==> src/rtl/alu_share_arbiter_if.sv <==
// Bundle between the datapath clients and the shared-ALU arbiter.
// slave: seen from the arbiter. master: seen from the clients and the ALU.
interface alu_share_arbiter_if #(
  parameter int NREQ = 4,
  parameter int W    = 32,
  parameter int IDW  = 2
);
  logic [NREQ-1:0]   req;
  logic [NREQ*3-1:0] req_f;
  logic [NREQ*W-1:0] req_a;
  logic [NREQ*W-1:0] req_b;
  logic [NREQ-1:0]   gnt;
  logic [W-1:0]      alu_a;
  logic [W-1:0]      alu_b;
  logic [2:0]        alu_f;
  logic [W-1:0]      alu_y;
  logic              alu_zero;
  logic              alu_of;
  logic              rsp_valid;
  logic              rsp_ready;
  logic [IDW-1:0]    rsp_id;
  logic [W-1:0]      rsp_y;
  logic              rsp_zero;
  logic              rsp_of;
  logic              ovf_flag;
  logic [IDW-1:0]    ovf_id;

  modport slave (
    input  req, req_f, req_a, req_b, alu_y, alu_zero, alu_of, rsp_ready,
    output gnt, alu_a, alu_b, alu_f, rsp_valid, rsp_id, rsp_y, rsp_zero, rsp_of,
           ovf_flag, ovf_id
  );

  modport master (
    output req, req_f, req_a, req_b, alu_y, alu_zero, alu_of, rsp_ready,
    input  gnt, alu_a, alu_b, alu_f, rsp_valid, rsp_id, rsp_y, rsp_zero, rsp_of,
           ovf_flag, ovf_id
  );
endinterface

==> src/rtl/alu_share_arbiter.sv <==
// Round-robin arbiter plus issue/response pipeline sharing one external ALU
// among NREQ requesters. Optional sticky overflow trap: ALU_OVF_TRAP_EN.
module alu_share_arbiter #(
  parameter int NREQ = 4,
  parameter int W    = 32,
  parameter int IDW  = 2
) (
  input logic            clk,
  input logic            reset,
  alu_share_arbiter_if.slave bus
);
  // per-requester views of the flattened request buses
  logic [NREQ-1:0][W-1:0] lane_a, lane_b;
  logic [NREQ-1:0][2:0]   lane_f;
  assign lane_a = bus.req_a;
  assign lane_b = bus.req_b;
  assign lane_f = bus.req_f;

  logic [IDW-1:0] ptr_q, ptr_d;
  logic           iss_valid_q, iss_valid_d;
  logic [W-1:0]   iss_a_q, iss_a_d, iss_b_q, iss_b_d;
  logic [2:0]     iss_f_q, iss_f_d;
  logic [IDW-1:0] iss_id_q, iss_id_d;
  logic           rsp_valid_q, rsp_valid_d;
  logic [W-1:0]   rsp_y_q, rsp_y_d;
  logic           rsp_zero_q, rsp_zero_d, rsp_of_q, rsp_of_d;
  logic [IDW-1:0] rsp_id_q, rsp_id_d;

  logic           adv_rsp, adv_iss, found;
  logic [IDW-1:0] win, cand;
  logic [NREQ-1:0] gnt;

  assign adv_rsp = !rsp_valid_q || bus.rsp_ready;
  assign adv_iss = !iss_valid_q || adv_rsp;

  // pick the first requester at or after the pointer, wrapping; nothing when stalled
  always_comb begin
    found = 1'b0;
    win   = '0;
    cand  = '0;
    gnt   = '0;
    if (adv_iss) begin
      for (int k = 0; k < NREQ; k++) begin
        cand = IDW'((int'(ptr_q) + k) % NREQ);
        if (!found && bus.req[cand]) begin
          found = 1'b1;
          win   = cand;
        end
      end
    end
    if (found) gnt[win] = 1'b1;
  end

  assign bus.gnt = gnt;

  // pointer moves past the winner; issue register loads the winner's operands
  always_comb begin
    ptr_d       = ptr_q;
    iss_valid_d = iss_valid_q;
    iss_a_d     = iss_a_q;
    iss_b_d     = iss_b_q;
    iss_f_d     = iss_f_q;
    iss_id_d    = iss_id_q;
    if (adv_iss) begin
      iss_valid_d = found;
      if (found) begin
        ptr_d    = (win == IDW'(NREQ - 1)) ? '0 : win + 1'b1;
        iss_a_d  = lane_a[win];
        iss_b_d  = lane_b[win];
        iss_f_d  = lane_f[win];
        iss_id_d = win;
      end
    end
  end

  // response register captures the ALU output for the op in the issue register
  always_comb begin
    rsp_valid_d = rsp_valid_q;
    rsp_y_d     = rsp_y_q;
    rsp_zero_d  = rsp_zero_q;
    rsp_of_d    = rsp_of_q;
    rsp_id_d    = rsp_id_q;
    if (adv_rsp) begin
      rsp_valid_d = iss_valid_q;
      if (iss_valid_q) begin
        rsp_y_d    = bus.alu_y;
        rsp_zero_d = bus.alu_zero;
        rsp_of_d   = bus.alu_of;
        rsp_id_d   = iss_id_q;
      end
    end
  end

  // pipeline state; reset drops anything in flight
  always_ff @(posedge clk) begin
    if (reset) begin
      ptr_q       <= '0;
      iss_valid_q <= 1'b0;
      iss_a_q     <= '0;
      iss_b_q     <= '0;
      iss_f_q     <= '0;
      iss_id_q    <= '0;
      rsp_valid_q <= 1'b0;
      rsp_y_q     <= '0;
      rsp_zero_q  <= 1'b0;
      rsp_of_q    <= 1'b0;
      rsp_id_q    <= '0;
    end else begin
      ptr_q       <= ptr_d;
      iss_valid_q <= iss_valid_d;
      iss_a_q     <= iss_a_d;
      iss_b_q     <= iss_b_d;
      iss_f_q     <= iss_f_d;
      iss_id_q    <= iss_id_d;
      rsp_valid_q <= rsp_valid_d;
      rsp_y_q     <= rsp_y_d;
      rsp_zero_q  <= rsp_zero_d;
      rsp_of_q    <= rsp_of_d;
      rsp_id_q    <= rsp_id_d;
    end
  end

  assign bus.alu_a     = iss_a_q;
  assign bus.alu_b     = iss_b_q;
  assign bus.alu_f     = iss_f_q;
  assign bus.rsp_valid = rsp_valid_q;
  assign bus.rsp_y     = rsp_y_q;
  assign bus.rsp_zero  = rsp_zero_q;
  assign bus.rsp_of    = rsp_of_q;
  assign bus.rsp_id    = rsp_id_q;

`ifdef ALU_OVF_TRAP_EN
  logic           ovf_flag_q, ovf_flag_d;
  logic [IDW-1:0] ovf_id_q, ovf_id_d;

  // remember only the first overflowing result; later ones leave the ID alone
  always_comb begin
    ovf_flag_d = ovf_flag_q;
    ovf_id_d   = ovf_id_q;
    if (adv_rsp && iss_valid_q && bus.alu_of && !ovf_flag_q) begin
      ovf_flag_d = 1'b1;
      ovf_id_d   = iss_id_q;
    end
  end

  // sticky trap state, cleared only by reset
  always_ff @(posedge clk) begin
    if (reset) begin
      ovf_flag_q <= 1'b0;
      ovf_id_q   <= '0;
    end else begin
      ovf_flag_q <= ovf_flag_d;
      ovf_id_q   <= ovf_id_d;
    end
  end

  assign bus.ovf_flag = ovf_flag_q;
  assign bus.ovf_id   = ovf_id_q;
`else
  assign bus.ovf_flag = 1'b0;
  assign bus.ovf_id   = '0;
`endif
endmodule

==> src/flat_wrapper.sv <==
// flat-port wrapper written by rule: the top's interface ports become plain ports
module alu_share_arbiter_flat 
#(
  parameter int NREQ = 4,
  parameter int W    = 32,
  parameter int IDW  = 2
)
  (clk, reset, bus_req, bus_req_f, bus_req_a, bus_req_b, bus_alu_y, bus_alu_zero, bus_alu_of, bus_rsp_ready, bus_gnt, bus_alu_a, bus_alu_b, bus_alu_f, bus_rsp_valid, bus_rsp_id, bus_rsp_y, bus_rsp_zero, bus_rsp_of, bus_ovf_flag, bus_ovf_id);
  alu_share_arbiter_if #(.NREQ(NREQ), .W(W), .IDW(IDW)) bus_i ();
  input logic clk;
  input logic reset;
  input wire logic [$bits(bus_i.req)-1:0] bus_req;
  input wire logic [$bits(bus_i.req_f)-1:0] bus_req_f;
  input wire logic [$bits(bus_i.req_a)-1:0] bus_req_a;
  input wire logic [$bits(bus_i.req_b)-1:0] bus_req_b;
  input wire logic [$bits(bus_i.alu_y)-1:0] bus_alu_y;
  input wire logic [$bits(bus_i.alu_zero)-1:0] bus_alu_zero;
  input wire logic [$bits(bus_i.alu_of)-1:0] bus_alu_of;
  input wire logic [$bits(bus_i.rsp_ready)-1:0] bus_rsp_ready;
  output wire logic [$bits(bus_i.gnt)-1:0] bus_gnt;
  output wire logic [$bits(bus_i.alu_a)-1:0] bus_alu_a;
  output wire logic [$bits(bus_i.alu_b)-1:0] bus_alu_b;
  output wire logic [$bits(bus_i.alu_f)-1:0] bus_alu_f;
  output wire logic [$bits(bus_i.rsp_valid)-1:0] bus_rsp_valid;
  output wire logic [$bits(bus_i.rsp_id)-1:0] bus_rsp_id;
  output wire logic [$bits(bus_i.rsp_y)-1:0] bus_rsp_y;
  output wire logic [$bits(bus_i.rsp_zero)-1:0] bus_rsp_zero;
  output wire logic [$bits(bus_i.rsp_of)-1:0] bus_rsp_of;
  output wire logic [$bits(bus_i.ovf_flag)-1:0] bus_ovf_flag;
  output wire logic [$bits(bus_i.ovf_id)-1:0] bus_ovf_id;
  assign bus_i.req = bus_req;
  assign bus_i.req_f = bus_req_f;
  assign bus_i.req_a = bus_req_a;
  assign bus_i.req_b = bus_req_b;
  assign bus_i.alu_y = bus_alu_y;
  assign bus_i.alu_zero = bus_alu_zero;
  assign bus_i.alu_of = bus_alu_of;
  assign bus_i.rsp_ready = bus_rsp_ready;
  assign bus_gnt = bus_i.gnt;
  assign bus_alu_a = bus_i.alu_a;
  assign bus_alu_b = bus_i.alu_b;
  assign bus_alu_f = bus_i.alu_f;
  assign bus_rsp_valid = bus_i.rsp_valid;
  assign bus_rsp_id = bus_i.rsp_id;
  assign bus_rsp_y = bus_i.rsp_y;
  assign bus_rsp_zero = bus_i.rsp_zero;
  assign bus_rsp_of = bus_i.rsp_of;
  assign bus_ovf_flag = bus_i.ovf_flag;
  assign bus_ovf_id = bus_i.ovf_id;
  alu_share_arbiter #(.NREQ(NREQ), .W(W), .IDW(IDW)) u_core (.clk(clk), .reset(reset), .bus(bus_i));
endmodule
==> config.mk <==
export PLATFORM = sky130hd
export DESIGN_NAME = alu_share_arbiter_flat
export DESIGN_NICKNAME = d
export VERILOG_FILES = /design/src/rtl/alu_share_arbiter_if.sv /design/src/rtl/alu_share_arbiter.sv /design/src/flat_wrapper.sv
export SDC_FILE = /design/constraint.sdc
export NUM_CORES = 1
export LEC_CHECK = 0
export CORE_AREA = 2 2 163 165
export DETAILED_ROUTE_END_ITERATION = 8
export DIE_AREA = 0 0 165 167
export GPL_TIMING_DRIVEN = 1
export SYNTH_ARGS = -nofsm -noshare
export SYNTH_HDL_FRONTEND = slang
export SYNTH_SLANG_ARGS = --single-unit
export TNS_END_PERCENT = 50
==> constraint.sdc <==
create_clock -name clk -period 4.63 [get_ports clk]
set_input_delay 0.926 -clock clk [delete_from_list [all_inputs] [get_ports clk]]
set_output_delay 0.926 -clock clk [all_outputs]
set_load 0.05 [all_outputs]
==> impl_results.md, run 1 <==
- P&R area growth vs syn: 69.6%
- # DRC: 0
- Gate count of the mapped netlist: 673
- Initial antenna violation count: 1
- CTS buffer count: 9
- First-pass GRT wire length: 40,800 um
- Synth cell types: 35
- Worst EP arrival: roughly 3 ns
- Post-synth top area cell: dfxtp_1
- Minimum clock period: 3.94 ns
- Final period util: between 80% and 90%
- Layout cells sized above 1: 17.5%
- GRT overflow: 0
- Fraction of the mapped netlist area in adder cells: 0.187%
- Final hold violations: 0
- Clock root buffer: clkbuf_16
- # port buffers: 416
- Mux cell area share after synthesis: 10.0%
- Synth Area per Inst: 9.96 um2
- GRT Overall Usage: 19.2%
- Io pins: 420
- CTS tree: built
- Synth top area share: approximately 33%
- Number of hold buffers added after cts: 0
- Htree depth: 3
- Max Fclk: 254 MHz
- Initial Util: approximately a quarter
- Cell Area, Synth: 0.00671 mm2
- XOR/XNOR Fraction of Synth Area: 0%
- Clock Pin Slew Worst Setup and Hold Paths: roughly 0.08 ns
- Worst skew pair latency: 0.36 ns
- Clk_skew: ~0.017 ns
- Slowest-stage cell, CP: clkdlybuf4s50_1
- Pin count of the biggest net entering global routing: 69
- Crit-path max cell delay: between 0.6 and 0.7 ns
- Synth Area in Simple Gates: ~17%
- Postcts setup bufs: 0
- Final WS setup: 0.687 ns
- Chip height: 167 um
- Setup TNS: 0 ns
- PwrDens: approximately 350 mW/mm2
- Vias: 6,690
- Pins Over Slew Limit: 0
- Yosys warning total: 0
- CP Class: input port to output port
- Pre-CTS setup slack: around 0.62 ns
- Normalized max-slew margin: around a third
- Least-Margin Pin Slew: roughly 1.0 ns
- Status: finished, final reports clean
- Synth Area in Compound Gates: 33.8%
- RSZ-0062 raised after global routing: false
- Die W: 165 um
- Worst VDD drop: 0.196 mV
- Largest family of logic cells by synthesized area: compound AO/OA/AOI/OAI gates
- WL final: roughly 28,000 um
- Flops & latches, synth: 109
- Post-DP HPWL: 19,900 um
- Final setup vio count: 0
- Antenna Nets Post-Route: 0
- Leakage power: between 4 and 5 nW
- CTS max path bufs: 2
- Number of vias per cell: between 4 and 5
- Worst-path cell chain: clkdlybuf4s50_1 -> inv_1 -> a221oi_2 -> nor2_8 -> nor2_4 -> inv_4 -> ha_1 -> and2_1 -> buf_12
- Core Footprint: 0.0258 mm2
- DIE AREA: 0.0276 mm2
- Critical Path RT: 3.70 ns
- WL/cell: around 20 um
- Worst Setup End Kind: output port
- First-pass DRT Iterations: 4
- Seq/Total Area, Yosys: about 33%
- Placer's final routability congestion estimate: between 0.7 and 0.8
- Clk sink count: 109
- Rows: 59
- Max-Cap Viols: 0
- 1st-iter DRT viols: 289
- Number of gates resized after CTS: 0
- Vias in the first global route: between 6k and 7k
- Final net count: 1,353
- Worst hold path type: flop to flop
- Synth area leaders: dfxtp_1 (33%), a2111oi_2 (15%), a221oi_2 (15%)
- Startpoint Class: input port
- Crit-path max FO: 20
-- flip-flops by register name, summed over array words and instances, names as in the netlist --
register	count
u_core.iss_valid_q	1
u_core.bus.rsp_zero	1
u_core.ptr_q	2
u_core.bus.rsp_of	1
u_core.bus.alu_b	32
u_core.bus.rsp_valid	1
u_core.bus.rsp_id	2
u_core.iss_id_q	2
u_core.bus.alu_a	32
u_core.bus.rsp_y	32
u_core.bus.alu_f	3
-- cell type report --
type | instances | area, um2
Tap cell | 335 | 419
Clock buffer | 10 | 239
Multi-Input combinational cell | 488 | 4140
Fill cell | 2520 | 14400
Clock inverter | 6 | 77.6
Antenna cell | 1 | 2.50
Inverter | 5 | 21.3
Sequential cell | 109 | 2180
Timing Repair Buffer | 430 | 4290
-- worst max-delay path: cells and delay by family --
family / cells / cell delay, ns
buf+inv: 4 / 1.04
fa+ha+maj: 1 / 0.23
simple gates: 3 / 0.34
compound gates: 1 / 0.46
-- kinds of logic (layout without fill, tap and decap cells) --
family / Yosys count / count (layout)
AO/OA/AOI/OAI: 182 / 182
AND/OR/NAND/NOR: 235 / 235
other: 1 / 4
flip-flops: 109 / 109
adder cells (fa/ha/maj): 1 / 1
multiplexers: 67 / 67
buffers and inverters: 78 / 451
-- power by group --
| group | switching, mW | internal (mW) |
|---|---|---|
| combinational | 1.19 | 0.791 |
| clock | 0.410 | 0.447 |
| sequential | 0.0711 | 1.07 |
| total | 1.67 | 2.31 |
-- stage by stage --
step | power [mW] | hold WS, ns | area, um2 | instances | util (%)
6_report | 3.97 | 0.456 | 11400 | 1384 | 44.1
3_3_place_gp | 3.14 | 0.441 | 11100 | 1367 | 42.9
5_1_grt | 4.17 | 0.475 | 11400 | 1383 | 44.1
3_5_place_dp | 3.15 | 0.446 | 11100 | 1367 | 42.9
2_1_floorplan | 2.45 | 0.432 | 6710 | 675 | -
4_1_cts | 4.03 | 0.458 | 11400 | 1383 | 44.1
-- path summary, 6_finish.rpt --
path / from / endpoint / slack [ns] / depth (start not counted)
max reg2reg: u_core.bus.rsp_valid / u_core.bus.alu_a[26] / 1.65 / 7
min reg2reg: u_core.bus.rsp_y[19] / u_core.bus.rsp_y[19] / 0.46 / 2
max: bus_req[3] / bus_gnt[0] / 0.69 / 9
min: u_core.bus.rsp_y[19] / u_core.bus.rsp_y[19] / 0.46 / 2
-- synthesized netlist by cell type (all sizes together) --
library cell / number
a21oi: 41
inv: 5
or3: 1
a2111oi: 67
conb: 1
nor4b: 1
and2: 2
ha: 1
a211oi: 1
mux2i: 67
nor2b: 70
clkbuf: 31
a221oi: 68
o21ai: 3
nand2: 77
buf: 42
or2: 1
dfxtp: 109
nor2: 77
nor3: 2
o221ai: 2
nor4: 1
nand2b: 3
-- routing by layer --
metal | share of wire (%) | vias to the layer above | track usage (%) | wire, um
met4 | 1.2 | 0 | 4.23 | 339
li1 | - | 3253 | - | -
met5 | 0 | - | 0 | 0
met3 | 9.0 | 18 | 5.53 | 2510
met2 | 50 | 279 | 33.7 | 13800
met1 | 40 | 3140 | 23.0 | 11100
-- cell usage in the layout (no fill, tap or decap), types with 2 or more instances in the layout --
master           instances
buf_4                   16
nor2b_2                  2
a21oi_1                 41
o221ai_1                 2
clkdlybuf4s50_1        411
nor2_1                  72
inv_1                    4
a2111oi_2               67
mux2i_1                 67
inv_8                    2
nor2b_1                 68
clkbuf_16                9
buf_12                   3
nor2_4                   4
nand2_1                 77
a221oi_2                67
nand2b_1                 3
conb_1                   3
nor3_1                   2
dfxtp_1                109
Power figures use the tool's default switching activity.
==> inputs of run 2 (changes only) <==
Settings changed: CELL_PAD_IN_SITES_DETAIL_PLACEMENT set to 2, CELL_PAD_IN_SITES_GLOBAL_PLACEMENT set to 2, CORE_AREA 2 2 163 165 to not set, CORE_UTILIZATION set to 22, DIE_AREA 0 0 165 167 to not set, PLACE_DENSITY_LB_ADDON set to 0.1.
==> run 2 against run 1 <==
  * First-iteration DRC count down 31%
  * Setup slack worse by 0.085 ns
  * Clock power down 0.8%
  * Sequential cell count unchanged
  * Utilization down 5.7 points
  * Clock skew down 0.0074 ns
  * Routed wire length up 19%
  * Power up 0.86%
  * Final cell count up 4.2%
  * Sequential power about the same
  * Combinational power up 2%
  * Critical path type unchanged
==> impl_results.md, run 2 (synthesis results as in run 1) <==
- Placer's final routability congestion estimate: 0.736 (-3.7%)
- Post-DP HPWL: 23,600 um (+18%)
- Final hold violations: 0 (unchanged)
- Layout cells sized above 1: 17.3% (-0.16 points)
- CTS tree: built
- RSZ-0062 raised after global routing: false
- Max Fclk: 248 MHz (-2.1%)
- GRT overflow: 0 (unchanged)
- Clock root buffer: clkbuf_16
- Final net count: 1,352 (-0.074%)
- Status: finished, final reports clean
- # port buffers: 416 (unchanged)
- Vias: 6,854 (+2.5%)
- Chip height: 177 um (+5.7%)
- Minimum clock period: 4.03 ns (+0.0853 ns)
- First-pass GRT wire length: 47,900 um (+17%)
- CTS buffer count: 9 (unchanged)
- Max-Cap Viols: 0 (unchanged)
- Crit path buffers/inverters: 4 (unchanged)
- Startpoint Class: input port
- PwrDens: 350 mW/mm2 (+0.23%)
- Worst Setup End Kind: output port
- Fin area: 0.0114 mm2 (+0.63%)
- DIE AREA: 0.0312 mm2 (+13%)
- End of the worst hold path: u_core.bus.rsp_y[20]
- Most frequent cell on the critical path: buf_4
- # DRC: 0 (unchanged)
- Vias in the first global route: 7,285 (+7.3%)
- Final setup vio count: 0 (unchanged)
- Setup TNS: 0 ns (unchanged)
- Clk_skew: 0.00914 ns (-0.00740 ns)
- Clk sink count: 109 (unchanged)
- Rows: 63 (+6.8%)
- Reg2reg start: u_core.bus.rsp_valid
- Initial antenna violation count: 6 (+5)
- Worst EP arrival: 3.10 ns (+0.08 ns)
- Worst-path cell chain: clkdlybuf4s50_1 -> inv_1 -> a221oi_2 -> nor2_8 -> buf_4 -> nor3_1 -> buf_4
- Min-delay src: u_core.bus.rsp_y[20]
- RR Endpoint: u_core.bus.alu_b[20]
- Core Footprint: 0.0298 mm2 (+16%)
- Hold depth: 2 (unchanged)
- Worst hold path type: flop to flop
- Crit-path max cell delay: 0.67 ns (about the same)
- Number of hold buffers added after cts: 0 (unchanged)
- Crit-path max FO: 32 (+60%)
- Number of gates resized after CTS: 0 (unchanged)
- Worst R2R Path Depth: 7 (unchanged)
- Worst VDD drop: 0.141 mV (-28%)
- Final period util: 87.0% (+1.8 points)
- CP top delay family: buffers and inverters
- Worst skew pair latency: 0.37 ns (about the same)
- Clock Pin Slew Worst Setup and Hold Paths: 0.08 ns (about the same)
- Io pins: 420 (unchanged)
- Normalized max-slew margin: 37.4% (+5.0 points)
- GRT Overall Usage: 20.6% (+1.5 points)
- Fin Hold WS: 0.458 ns (+0.00233 ns)
- Pin count of the biggest net entering global routing: 69 (unchanged)
- Least-Margin Pin Slew: 0.938 ns (-0.0749 ns)
- Number of vias per cell: 4.75 (-1.7%)
- WL/cell: 22.8 um (+14%)
- Antenna Nets Post-Route: 0 (unchanged)
- WL final: 32,900 um (+19%)
- Placed Area: 0.0111 mm2 (+0.70%)
- P&R area growth vs syn: 70.6%
- R2r setup slk: 1.74 ns (+0.09 ns)
- 1st-iter DRT viols: 198 (-31%)
- Die W: 177 um (+7.0%)
- Pins Over Slew Limit: 0 (unchanged)
- Fin cells: 1,442 (+4.2%)
- Htree depth: 3 (unchanged)
- Placed Instances: 1,421 (+4.0%)
- WP depth: 7 (-2)
- Initial Util: 22.5% (-3.5 points)
- Leakage power: 4.28 nW (-0.21%)
- CTS max path bufs: 2 (unchanged)
- CP Class: input port to output port
- Most frequent cells in the layout: clkdlybuf4s50_1 (411), dfxtp_1 (109), nand2_1 (77), nor2_1 (72), nor2b_1 (68)
- Most common cell after layout, fill and taps aside: clkdlybuf4s50_1
- First-pass DRT Iterations: 4 (unchanged)
- Slowest-stage cell, CP: clkdlybuf4s50_1
- Postcts setup bufs: 0 (unchanged)
- Critical Path RT: 3.70 ns (about the same)
run 2: cell types whose count changed in the layout (fill, tap and decap cells not counted):
cell | before | now
inv_8 | 2 | 0
buf_12 | 3 | 4
buf_4 | 16 | 13
clkinv_4 | 1 | 2
buf_6 | 0 | 1
diode_2 | 1 | 6
inv_6 | 1 | 2
clkbuf_8 | 1 | 0
run 2: where the power goes:
part / internal [mW] / switching [mW]
combinational: 0.794 / 1.22
sequential: 1.07 / 0.0733
clock: 0.425 / 0.425
total: 2.29 / 1.72
run 2: worst max path at each step:
stage	start	to	slack, ns
finish	bus_req[3]	bus_gnt[1]	0.60
floorplan	bus_req[2]	bus_gnt[1]	0.89
detailed placement	bus_req[3]	bus_gnt[1]	0.57
CTS	bus_req[3]	bus_gnt[1]	0.56
global route	bus_req[3]	bus_gnt[1]	0.47
global placement	bus_req[3]	bus_gnt[0]	0.62
run 2: worst register-to-register path: cells and delay by family (launching register included):
family / cells / cell delay (ns)
muxes: 1 / 0.30
AOI/OAI and AO/OA: 1 / 0.40
and+or+nand+nor: 3 / 0.67
buffers and inverters: 2 / 1.09
DFF: 1 / 0.34
run 2: layout make-up:
type / count / area [um2]
Inverter: 5 / 21.3
Clock inverter: 6 / 72.6
Clock buffer: 9 / 225
Fill cell: 3219 / 18400
Antenna cell: 6 / 15.0
Multi-Input combinational cell: 488 / 4140
Timing Repair Buffer: 429 / 4300
Sequential cell: 109 / 2180
Tap cell: 390 / 488
run 2: per-layer routing:
metal | global-route usage [%] | up-vias | share of wire (%)
li1 | - | 3255 | -
met1 | 23.9 | 3333 | 40
met2 | 35.8 | 231 | 50
met3 | 6.52 | 33 | 7.6
met4 | 6.65 | 2 | 2.2
met5 | 0 | - | 0.033
run 2: stage by stage:
stage                     setup WS, ns  power, mW  utilization [%]
after floorplan                  0.893       2.45                -
after global placement           0.618       3.19             37.4
after detailed placement         0.568       3.21             37.4
after CTS                        0.557       4.09             38.4
after global routing             0.470       4.21             38.4
final                            0.602       4.01             38.4
==> inputs of run 3 (changes only) <==
Settings changed: CORE_UTILIZATION 22 to 19, SKIP_CTS_REPAIR_TIMING set to 1.
Clock period 4.63 ns to 3.5 ns, I/O delays scaled along.
==> run 3 against run 2 <==
  * Power grew 33%
  * Routed wire length grew 2.5%
  * Worst hold slack about the same
  * Critical path depth up 2
  * Sequential cell count did not move
  * Die area rose by 16%
  * Setup slack lost 0.45 ns
  * Via count shrank 0.26%
  * Clock skew decreased by 0.0019 ns
  * Non-clock buffer count is 3 higher
  * Final cell count rose by 4.7%
  * Clock power grew 29%
==> impl_results.md, run 3 (synthesis results as in run 1) <==
- CTS max path bufs: 2 (unchanged)
- End of the worst hold path: u_core.bus.rsp_y[8]
- Vias in the first global route: 7,403 (+1.6%)
- Htree depth: 3 (unchanged)
- Setup TNS: 0 ns (unchanged)
- GRT overflow: 0 (unchanged)
- CTS buffer count: 9 (unchanged)
- Status: finished, final reports clean
- Startpoint Class: input port
- Worst Setup End Kind: output port
- Worst R2R Path Depth: 8 (+1)
- Crit-path max cell delay: 0.67 ns (about the same)
- Vias: 6,836 (-0.26%)
- Worst EP arrival: 2.65 ns (-0.45 ns)
- Final period util: 95.8%
- Max Fclk: 298 MHz
- Clk sink count: 109 (unchanged)
- Placed Instances: 1,489 (+4.8%)
- WL final: 33,800 um (+2.5%)
- Die W: 190 um (+7.5%)
- Core Footprint: 0.0346 mm2 (+16%)
- Placer's final routability congestion estimate: 0.711 (-3.4%)
- # DRC: 0 (unchanged)
- Max-Cap Viols: 0 (unchanged)
- Final net count: 1,355 (+0.22%)
- P&R area growth vs syn: 73.8%
- Reg2reg start: u_core.ptr_q[1]
- Pin count of the biggest net entering global routing: 68 (-1.4%)
- Clk_skew: 0.00727 ns (-0.00187 ns)
- CP Class: input port to output port
- # port buffers: 416 (unchanged)
- Initial antenna violation count: 6 (unchanged)
- Worst hold path type: flop to flop
- Number of vias per cell: 4.53 (-4.8%)
- R2r setup slk: 1.16 ns (-0.58 ns)
- Post-layout util: 33.7% (-4.7 points)
- Critical Path RT: 2.80 ns (-0.90 ns)
- Least-Margin Pin Slew: 0.942 ns (+0.00388 ns)
- Antenna Nets Post-Route: 0 (unchanged)
- RSZ-0062 raised after global routing: false
- Min-delay src: u_core.bus.rsp_y[8]
- DIE AREA: 0.0361 mm2 (+16%)
- Crit-path max FO: 7 (-78%)
- Most frequent cells in the layout: clkdlybuf4s50_1 (410), dfxtp_1 (109), nand2_1 (77), nor2_1 (72), nor2b_1 (68)
- Pins Over Slew Limit: 0 (unchanged)
- Minimum clock period: around 3.4 ns
- Clock Pin Slew Worst Setup and Hold Paths: 0.07 ns (about the same)
- Final setup vio count: 0 (unchanged)
- Worst-path cell chain: clkdlybuf4s50_1 -> nor2_4 -> nor4b_4 -> nor2_8 -> nor2_4 -> inv_4 -> ha_1 -> and2_1 -> buf_12
- RR Endpoint: u_core.bus.alu_a[2]
- Hold depth: 2 (unchanged)
- Slowest-stage cell, CP: clkdlybuf4s50_1
- Final hold violations: 0 (unchanged)
- Overall power: 5.34 mW (+33%)
- Worst skew pair latency: 0.37 ns (about the same)
- CTS tree: built
- Chip height: 190 um (+7.5%)
- Final WS setup: 0.148 ns (-0.454 ns)
- PwrDens: 458 mW/mm2 (+31%)
- First-pass DRT Iterations: 4 (unchanged)
- Most common cell after layout, fill and taps aside: clkdlybuf4s50_1
- Fin cells: 1,510 (+4.7%)
- Post-DP HPWL: 24,500 um (+3.7%)
- GRT Overall Usage: 18.4% (-2.3 points)
- Leakage power: 4.35 nW (+1.6%)
- Initial Util: 19.4% (-3.1 points)
- First-pass GRT wire length: 49,500 um (+3.3%)
- Io pins: 420 (unchanged)
- 1st-iter DRT viols: 110 (-44%)
- Normalized max-slew margin: 37.2% (-0.26 points)
- Worst VDD drop: 0.245 mV (+74%)
- Pre-CTS setup slack: 0.0887 ns (-0.479 ns)
- WL/cell: 22.4 um (-2.2%)
- Most frequent cell on the critical path: nor2_4
- Rows: 68 (+7.9%)
- Layout cells sized above 1: 17.4% (+0.14 points)
- Clock root buffer: clkbuf_16
==> run 3: changes by cell type in the layout (fill, tap and decap cells not counted), sizes merged <==
cell / previous run / this run
dlymetal6s2s: 0 / 1
clkinv: 2 / 3
clkdlybuf4s50: 411 / 410
inv: 7 / 5
buf: 18 / 21
clkinvlp: 1 / 0
clkbuf: 9 / 11
==> run 3: report_power, final <==
| part | internal [mW] | total, mW | switching [mW] | leakage, nW |
|---|---|---|---|---|
| logic | 1.09 | 2.73 | 1.64 | 3.30 |
| clock network | 0.573 | 1.10 | 0.530 | 0.145 |
| registers | 1.41 | 1.51 | 0.0996 | 0.905 |
| total | 3.08 | 5.34 | 2.27 | 4.35 |
==> run 3: routing by layer <==
| metal | vias up | part of all wire [%] | GRT usage [%] |
|---|---|---|---|
| met5 | - | 0 | 0 |
| met4 | 0 | 2.0 | 5.89 |
| met3 | 26 | 8.2 | 5.83 |
| met2 | 222 | 50 | 32.1 |
| met1 | 3328 | 40 | 21.1 |
| li1 | 3260 | - | - |
==> run 3: metrics by stage <==
step                      hold slack, ns  cell area, um2
after detailed placement           0.452           11300
after CTS                          0.464           11600
after global routing               0.478           11600
after global placement             0.442           11300
final                              0.458           11700
after floorplan                    0.432            6710
==> run 3: worst max path at each step <==
stage	slack [ns]	cells past startpoint	start	end
2_1_floorplan	0.21	5	bus_req[2]	bus_gnt[1]
3_3_place_gp	0.12	9	bus_req[3]	bus_gnt[0]
3_5_place_dp	0.09	9	bus_req[3]	bus_gnt[0]
4_1_cts	0.08	9	bus_req[3]	bus_gnt[0]
5_1_grt	0.008	9	bus_req[1]	bus_gnt[0]
6_report	0.15	9	bus_req[1]	bus_gnt[0]
==> run 3: area by class of cell <==
cell class                      count  area [um2]
Clock inverter                      4        48.8
Tap cell                          455         569
Clock buffer                       11         243
Antenna cell                        6        15.0
Timing Repair Buffer              432        4430
Multi-Input combinational cell    488        4150
Inverter                            5        21.3
Fill cell                        3785       23000
Sequential cell                   109        2180
==> run 3: worst max-delay path, delay by kind of cell <==
| kind | cells | cell delay (ns) |
|---|---|---|
| buffers and inverters | 3 | 0.88 |
| adder cells (fa/ha/maj) | 1 | 0.19 |
| AND/OR/NAND/NOR | 5 | 0.86 |
